`config.mk`:
```
export PLATFORM = sky130hd
export DESIGN_NAME = sdram_arbiter
export DESIGN_NICKNAME = d
export VERILOG_FILES = /design/src/rtl/sdram_pkg.sv /design/src/rtl/sdram_arbiter.sv
export SDC_FILE = /design/constraint.sdc
export NUM_CORES = 1
export LEC_CHECK = 0
export CAP_MARGIN = 30
export CORE_MARGIN = 8
export CORE_UTILIZATION = 39
export CTS_CLUSTER_SIZE = 20
export DETAILED_ROUTE_END_ITERATION = 8
export GPL_TIMING_DRIVEN = 0
export PLACE_DENSITY_LB_ADDON = 0.2
export SYNTH_ARGS = -nofsm -noshare
export SYNTH_HDL_FRONTEND = slang
export SYNTH_SLANG_ARGS = --single-unit
```
`constraint.sdc`:
```
create_clock -name sclk -period 6.45 [get_ports sclk]
set_input_delay 1.935 -clock sclk [delete_from_list [all_inputs] [get_ports sclk]]
set_output_delay 1.935 -clock sclk [all_outputs]
set_load 0.01 [all_outputs]
```
`src/rtl/sdram_pkg.sv`:
```
// Shared SDRAM arbiter definitions: bus widths, command codes and FSM encodings.
package sdram_pkg;

    localparam int unsigned CMD_W  = 4;
    localparam int unsigned ADDR_W = 12;
    localparam int unsigned BANK_W = 2;

    // {cs_n, ras_n, cas_n, we_n}
    localparam logic [CMD_W-1:0] CMD_MRS       = 4'b0000;
    localparam logic [CMD_W-1:0] CMD_AREF      = 4'b0001;
    localparam logic [CMD_W-1:0] CMD_PRECHARGE = 4'b0010;
    localparam logic [CMD_W-1:0] CMD_ACTIVE    = 4'b0011;
    localparam logic [CMD_W-1:0] CMD_WRITE     = 4'b0100;
    localparam logic [CMD_W-1:0] CMD_READ      = 4'b0101;
    localparam logic [CMD_W-1:0] CMD_NOP       = 4'b0111;

    typedef enum logic [4:0] {
        S_IDLE  = 5'b00001,
        S_ARBIT = 5'b00010,
        S_AREF  = 5'b00100,
        S_WRITE = 5'b01000,
        S_READ  = 5'b10000
    } state_e;

    typedef enum logic {
        GRANT_WRITE = 1'b0,
        GRANT_READ  = 1'b1
    } grant_e;

endpackage

```
`src/rtl/sdram_arbiter.sv`:
```
// Arbitrates the SDRAM command bus between init, auto-refresh, write and read
// engines, with round-robin write/read fairness and a per-grant watchdog.
module sdram_arbiter #(
    parameter int unsigned TIMEOUT = 1000,
    parameter int unsigned CNT_W   = 10,
    parameter logic [3:0]  CMD_NOP = sdram_pkg::CMD_NOP
) (
    input  logic        sclk,
    input  logic        srst,
    input  logic        init_end,
    input  logic [3:0]  init_cmd,
    input  logic [11:0] init_addr,
    input  logic        aref_ask,
    input  logic        aref_end,
    input  logic [3:0]  aref_cmd,
    input  logic [11:0] aref_addr,
    input  logic        wr_ask,
    input  logic        wr_end,
    input  logic [3:0]  wr_cmd,
    input  logic [11:0] wr_addr,
    input  logic [1:0]  wr_bank,
    input  logic        rd_ask,
    input  logic        rd_end,
    input  logic [3:0]  rd_cmd,
    input  logic [11:0] rd_addr,
    input  logic [1:0]  rd_bank,
    output logic        aref_en,
    output logic        wr_en,
    output logic        rd_en,
    output logic        dq_oe,
    output logic [3:0]  sdram_cmd,
    output logic [11:0] sdram_addr,
    output logic [1:0]  sdram_bank,
    output logic        timeout_err
);

    import sdram_pkg::*;

    localparam logic [CNT_W-1:0] TO_LAST = CNT_W'(TIMEOUT - 1);

    state_e            state_q, state_d;
    grant_e            last_grant_q, last_grant_d;
    logic [CNT_W-1:0]  cnt_q, cnt_d;
    logic              timeout_d;

    // State, fairness flag, watchdog and error pulse registers
    always_ff @(posedge sclk or posedge srst) begin
        if (srst) begin
            state_q      <= S_IDLE;
            last_grant_q <= GRANT_READ;
            cnt_q        <= '0;
            timeout_err  <= 1'b0;
        end else begin
            state_q      <= state_d;
            last_grant_q <= last_grant_d;
            cnt_q        <= cnt_d;
            timeout_err  <= timeout_d;
        end
    end

    // Next state; the owner's own end wins over a coincident watchdog expiry
    always_comb begin
        state_d      = state_q;
        last_grant_d = last_grant_q;
        cnt_d        = '0;
        timeout_d    = 1'b0;
        case (state_q)
            S_IDLE: begin
                if (init_end) state_d = S_ARBIT;
            end
            S_ARBIT: begin
                if (aref_ask) begin
                    state_d = S_AREF;
                end else if (wr_ask && (!rd_ask || last_grant_q == GRANT_READ)) begin
                    state_d      = S_WRITE;
                    last_grant_d = GRANT_WRITE;
                end else if (rd_ask) begin
                    state_d      = S_READ;
                    last_grant_d = GRANT_READ;
                end
            end
            S_AREF, S_WRITE, S_READ: begin
                cnt_d = cnt_q + CNT_W'(1);
                if ((state_q == S_AREF  && aref_end) ||
                    (state_q == S_WRITE && wr_end)   ||
                    (state_q == S_READ  && rd_end)) begin
                    state_d = S_ARBIT;
                end else if (cnt_q == TO_LAST) begin
                    state_d   = S_ARBIT;
                    timeout_d = 1'b1;
                end
            end
            default: state_d = S_IDLE;
        endcase
    end

    // Grant enables and command/address/bank mux
    always_comb begin
        aref_en    = 1'b0;
        wr_en      = 1'b0;
        rd_en      = 1'b0;
        dq_oe      = 1'b0;
        sdram_cmd  = init_cmd;
        sdram_addr = init_addr;
        sdram_bank = '0;
        case (state_q)
            S_ARBIT: begin
                sdram_cmd  = CMD_NOP;
                sdram_addr = '0;
            end
            S_AREF: begin
                aref_en    = 1'b1;
                sdram_cmd  = aref_cmd;
                sdram_addr = aref_addr;
            end
            S_WRITE: begin
                wr_en      = ~aref_ask;
                dq_oe      = 1'b1;
                sdram_cmd  = wr_cmd;
                sdram_addr = wr_addr;
                sdram_bank = wr_bank;
            end
            S_READ: begin
                rd_en      = ~aref_ask;
                sdram_cmd  = rd_cmd;
                sdram_addr = rd_addr;
                sdram_bank = rd_bank;
            end
            default: ;
        endcase
    end

endmodule

```
Yosys cells after proc, flatten, opt, wreduce, memory -nomap -nowiden:

Index checks and enable logic that the tools add are counted.

* bitwise logic cells: 1
* muxes and demuxes: 20
* equality and inequality tests: 9
* reductions and logical operators: 12
* add/subtract/negate cells: 1

Operator list (count)
* $pmux W12 S4: 1
* $mux W5: 6
* $pmux W4 S4: 1
* $pmux W5 S3: 1
* $add A10 B1 Y10 const B: 1
* $eq A10 B10 Y1 const B: 1
* $mux W10: 1
* $mux W1: 9
* $reduce_and A3 Y1: 2
* $eq A5 B1 Y1 const B: 1
* $eq A5 B2 Y1 const B: 1
* $eq A5 B3 Y1 const B: 1
* $eq A5 B4 Y1 const B: 1
* $eq A5 B5 Y1 const B: 1
* $logic_and A1 B1 Y1: 4
* $ne A4 B4 Y1 const B: 1
* $pmux W2 S2: 1
* $logic_or A1 B1 Y1: 3
* $ne A3 B3 Y1 const B: 1
* $reduce_or A3 Y1: 1
* $ne A2 B2 Y1 const B: 1
* $reduce_bool A2 Y1: 1
* $logic_not A1 Y1: 1
* $not A1 Y1: 1

* input port bits: 77
* output and inout bits: 23
* register bits: 17

Logic depth before layout (Yosys ltp):

* depth in word-level cells: 6
* gate-level depth with buffers: 7
* gate-level depth less buffers: 5

Least setup slack after synthesis:

Ideal clock, no wire load.

* kind: input to output
* from: input port rd_addr[4]
* to: output port sdram_addr[4]
* stages: 2
* required time: 4.515 ns
* data arrival time: 2.414 ns
* slack: 2.101 ns
* cell sequence: a22o_1 > a221o_1

* cells in the longest elaborated chain, start to end: 1

Ends and longest elaborated chain
* start, declared: RTL line sdram_arbiter.sv:25 `input logic [11:0] rd_addr,`
* $pmux W12 S4: RTL line sdram_arbiter.sv:106 `case (state_q)`
* end, declared: RTL line sdram_arbiter.sv:32 `output logic [11:0] sdram_addr,`

No other way between the ends.

Final worst setup path:

* from: input port rd_addr[9]
* to: output port sdram_addr[9]

Same word-level chain as after synthesis.

==> run_results.csv <==
group,metric,value,unit
power_and_ir_drop,comb_power_share,58.1,%
power_and_ir_drop,clkPwrFrac,15.6,%
global_route,grt-ovfl-total,0,
synth,avgSynthCellArea,8.707,um2
synth,ys_ff_latch,17,
drt,drt_iter0_markers,66,
clock_network,cts.clk_slew.worst_paths,60,ps
drt,vias,1735,
synth,synthCells,172,
worst_setup_path,crit_slowest_cell,"clkdlybuf4s50_1",
synth,yosysSeqAreaShare,28.57,%
synth,synth_edf_count,0,
worst_hold_path,min_from,"cnt_q[0]",
worst_setup_path,reg2reg_from,"state_q[3]",
sta,rsz0062_at_grt,"no",
clock_network,cts_tree,"yes",
sta,finalHoldViolations,0,
floorplan,core,3689,um2
worst_setup_path,worst_setup_path_end_kind,"output pin",
worst_setup_path,crit_type,"primary input to output pin",
synth,syn_area,1498,um2
synth,synth_area_leaders,"dfrtp_1 (25%), a22oi_1 (7.0%), nor3_1 (5.3%)",
placed_design,dpl.cell_count,319,
power_and_ir_drop,p_switching,0.1772,mW
power_and_ir_drop,vdd_ir_drop_max,0.0001240,V
worst_setup_path,crit_top_cell,"clkdlybuf4s50_1",
worst_setup_path,rr_worst_depth,5,
worst_setup_path,rrSetupSlack,4670,ps
clock_network,clk_latency,260,ps
synth,syn_nets,250,
worst_setup_path,critPathMaxStageDelay,490,ps
sta,relSlewSlack,60.74,%
worst_hold_path,hold_class,"flop to flop",
synth,synthTopCellsByCount,"nand2_1 (19), nor3_1 (16), dfrtp_1 (15), a22oi_1 (14), nor2_1 (12)",
clock_network,clock_path_buffers,2,
power_and_ir_drop,p_per_area,197.6,nW/um2
run,maxCapViolations,0,
clock_network,cts_inserted_buffers,3,
power_and_ir_drop,fin_total_pwr,0.5128,mW
sta,maxSlewViolCount,0,
cells_and_area,nFillCells,315,
drt,viasPerCell,5.372,
cells_and_area,syn_to_final_growth,73.27,%
clock_network,h-tree-depth,1,
power_and_ir_drop,switching_share,34.55,%
drt,wl,5.845,mm
worst_hold_path,holdPathEnd,"cnt_q[0]",
drt,wl_per_cell,18.10,um
cells_and_area,design_area,2595,um2
worst_setup_path,cp_max_fo,1,
placed_design,io_buffers,99,
global_route,grt_usage,18.47,%
sta,worst_pin_slew,588.3,ps
floorplan,start_util,40.60,%
synth,synth_top_area_cell,"dfrtp_1",
drt,firstDrtPassIters,4,
cells_and_area,antennaDiodeCount,0,
synth,ys.flop_type,"dfrtp_1",
global_route,grt_pass1_wl,9.039,mm
placed_design,gp_congestion,0.7989,
worst_setup_path,start_kind,"primary input",
floorplan,dieArea,6079,um2
worst_setup_path,r2r_end,"state_q[3]",
synth,synth.distinct_cells,45,
floorplan,die_h,77.97,um
sta,post-route-period-util,80.91,%
clock_network,root_buffer,"clkbuf_8",
synth,synth_warnings,0,
worst_setup_path,required,4510,ps
drt,drc,0,
cells_and_area,final_cells,323,
global_route,grt_max_degree,18,
floorplan,io_pins,100,
outcome,run_status,"completed",
cells_and_area,drive_gt1_share,11.27,%
cells_and_area,fin_nets,354,
sta,setup_viol,0,
sta,finalSetupTns,0,ps
clock_network,cts_resized,0,
floorplan,row_count,22,
sta,skew,2.896,ps
synth,synth.most_common_cell,"nand2_1",
global_route,antenna_found_initial,0,
sta,clock.fmax,191.6,MHz
clock_network,cts.sinks,17,
worst_setup_path,crit_buf_inv,2,
worst_setup_path,crit_arrival,3280,ps
worst_setup_path,cp_cell_sequence,"clkdlybuf4s50_1 > a22o_1 > a221o_1 > clkdlybuf4s50_1",
clock_network,cts-hold-fix-buffers,0,
worst_hold_path,hold-path-cell-count,1,
power_and_ir_drop,intPower,0.3356,mW
sta,holdWs,498.3,ps
drt,ant_nets,0,
synth,synth_top_cell_area_share,25.06,%
sta,period_minus_slack,5219,ps
placed_design,placed_cell_area,2549,um2
worst_setup_path,critical_path.top_delay_family,"buffers and inverters",
placed_design,hpwl,4.755,mm
power_and_ir_drop,p_leak,0.9453,nW
floorplan,die_w,77.97,um
synth,synthArstFlopShare,100.0,%
power_and_ir_drop,power_frac_seq,26.3,%
global_route,grt_pass1_vias,1621,
clock_network,post-cts-setup-buffer-count,0,
[layout by cell type, fill, tap and decap left out, types with 3 or more instances in the layout]
| cell | Yosys | final |
|---|---|---|
| a22o_1 | 4 | 4 |
| a31oi_1 | 5 | 5 |
| a31oi_2 | 6 | 6 |
| and3_1 | 4 | 4 |
| nand3_1 | 6 | 6 |
| clkdlybuf4s50_1 | 0 | 99 |
| nor2_1 | 12 | 12 |
| nor3_1 | 16 | 16 |
| a22oi_1 | 14 | 14 |
| nand2_1 | 19 | 19 |
| xnor2_1 | 6 | 6 |
| dfrtp_1 | 15 | 15 |
| buf_2 | 6 | 6 |
| buf_4 | 4 | 4 |
| o21ai_0 | 5 | 5 |
| a32o_1 | 3 | 3 |
| and3b_1 | 3 | 3 |
| clkbuf_8 | 0 | 3 |
| a21oi_1 | 3 | 3 |
[power by group through the flow]
| stage | Combinational (mW) | Sequential, mW | Clock (mW) |
|---|---|---|---|
| after floorplan | 0.157 | 0.133 | 0 |
| after global placement | 0.295 | 0.136 | 0 |
| after detailed placement | 0.298 | 0.137 | 0 |
| after CTS | 0.299 | 0.134 | 0.0826 |
| after global routing | 0.320 | 0.136 | 0.0854 |
| final | 0.298 | 0.135 | 0.0799 |
[per-stage QoR]
stage / worst slack, ps / utilization, %
final: 1231 / 70.35
after CTS: 1224 / 70.35
after global placement: 1233 / 69.10
after detailed placement: 1227 / 69.10
after floorplan: 2101 / -
after global routing: 1156 / 70.35
[area by class of cell]
class                   instances  area (um2)  share of cell area [%]
clock buffers                   3       41.29                   1.591
clock inverters                 1       5.005                  0.1929
multi-input cells             140       975.9                   37.61
well taps                      48       60.06                   2.314
inverters                       1       3.754                  0.1446
flip-flops and latches         17       427.9                   16.49
plain buffers                  14       90.09                   3.472
repair buffers                 99       991.0                   38.19
[registers in the layout (all words and copies together), names as in the netlist]
| name | count |
|---|---|
| timeout_err | 1 |
| cnt_q | 10 |
| state_q | 5 |
| last_grant_q | 1 |
[cells by family (layout without fill, tap and decap cells)]
kind of cell / Yosys count / in the layout / synth area share [%]
AO/OA/AOI/OAI: 50 / 50 / 28.91
XOR/XNOR: 8 / 8 / 4.679
adder cells (fa/ha/maj): 1 / 1 / 0.8353
buffers and inverters: 15 / 118 / 6.266
flip-flops: 17 / 17 / 28.57
AND/OR/NAND/NOR: 81 / 81 / 30.74
[worst max-delay path by stage]
| stage | from | endpoint | slack (ps) | cells past startpoint |
|---|---|---|---|---|
| 4_1_cts | rd_addr[9] | sdram_addr[9] | 1220 | 4 |
| 6_report | rd_addr[9] | sdram_addr[9] | 1230 | 4 |
| 3_3_place_gp | rd_addr[9] | sdram_addr[9] | 1230 | 4 |
| 2_1_floorplan | rd_addr[4] | sdram_addr[4] | 2100 | 2 |
| 3_5_place_dp | rd_addr[9] | sdram_addr[9] | 1230 | 4 |
| 5_1_grt | aref_addr[10] | sdram_addr[10] | 1160 | 4 |
[metal layers]
metal | routed length (um) | vias to the layer above | part of all wire (%) | global-route usage, %
met1 | 2528 | 795 | 43 | 23.55
met2 | 2759 | 77 | 47 | 30.58
met3 | 498 | 5 | 8.5 | 4.032
li1 | - | 858 | - | -
met5 | 0 | - | 0 | 0
met4 | 60 | 0 | 1.0 | 5.000
Note: power is estimated with default switching activity, not from simulation.
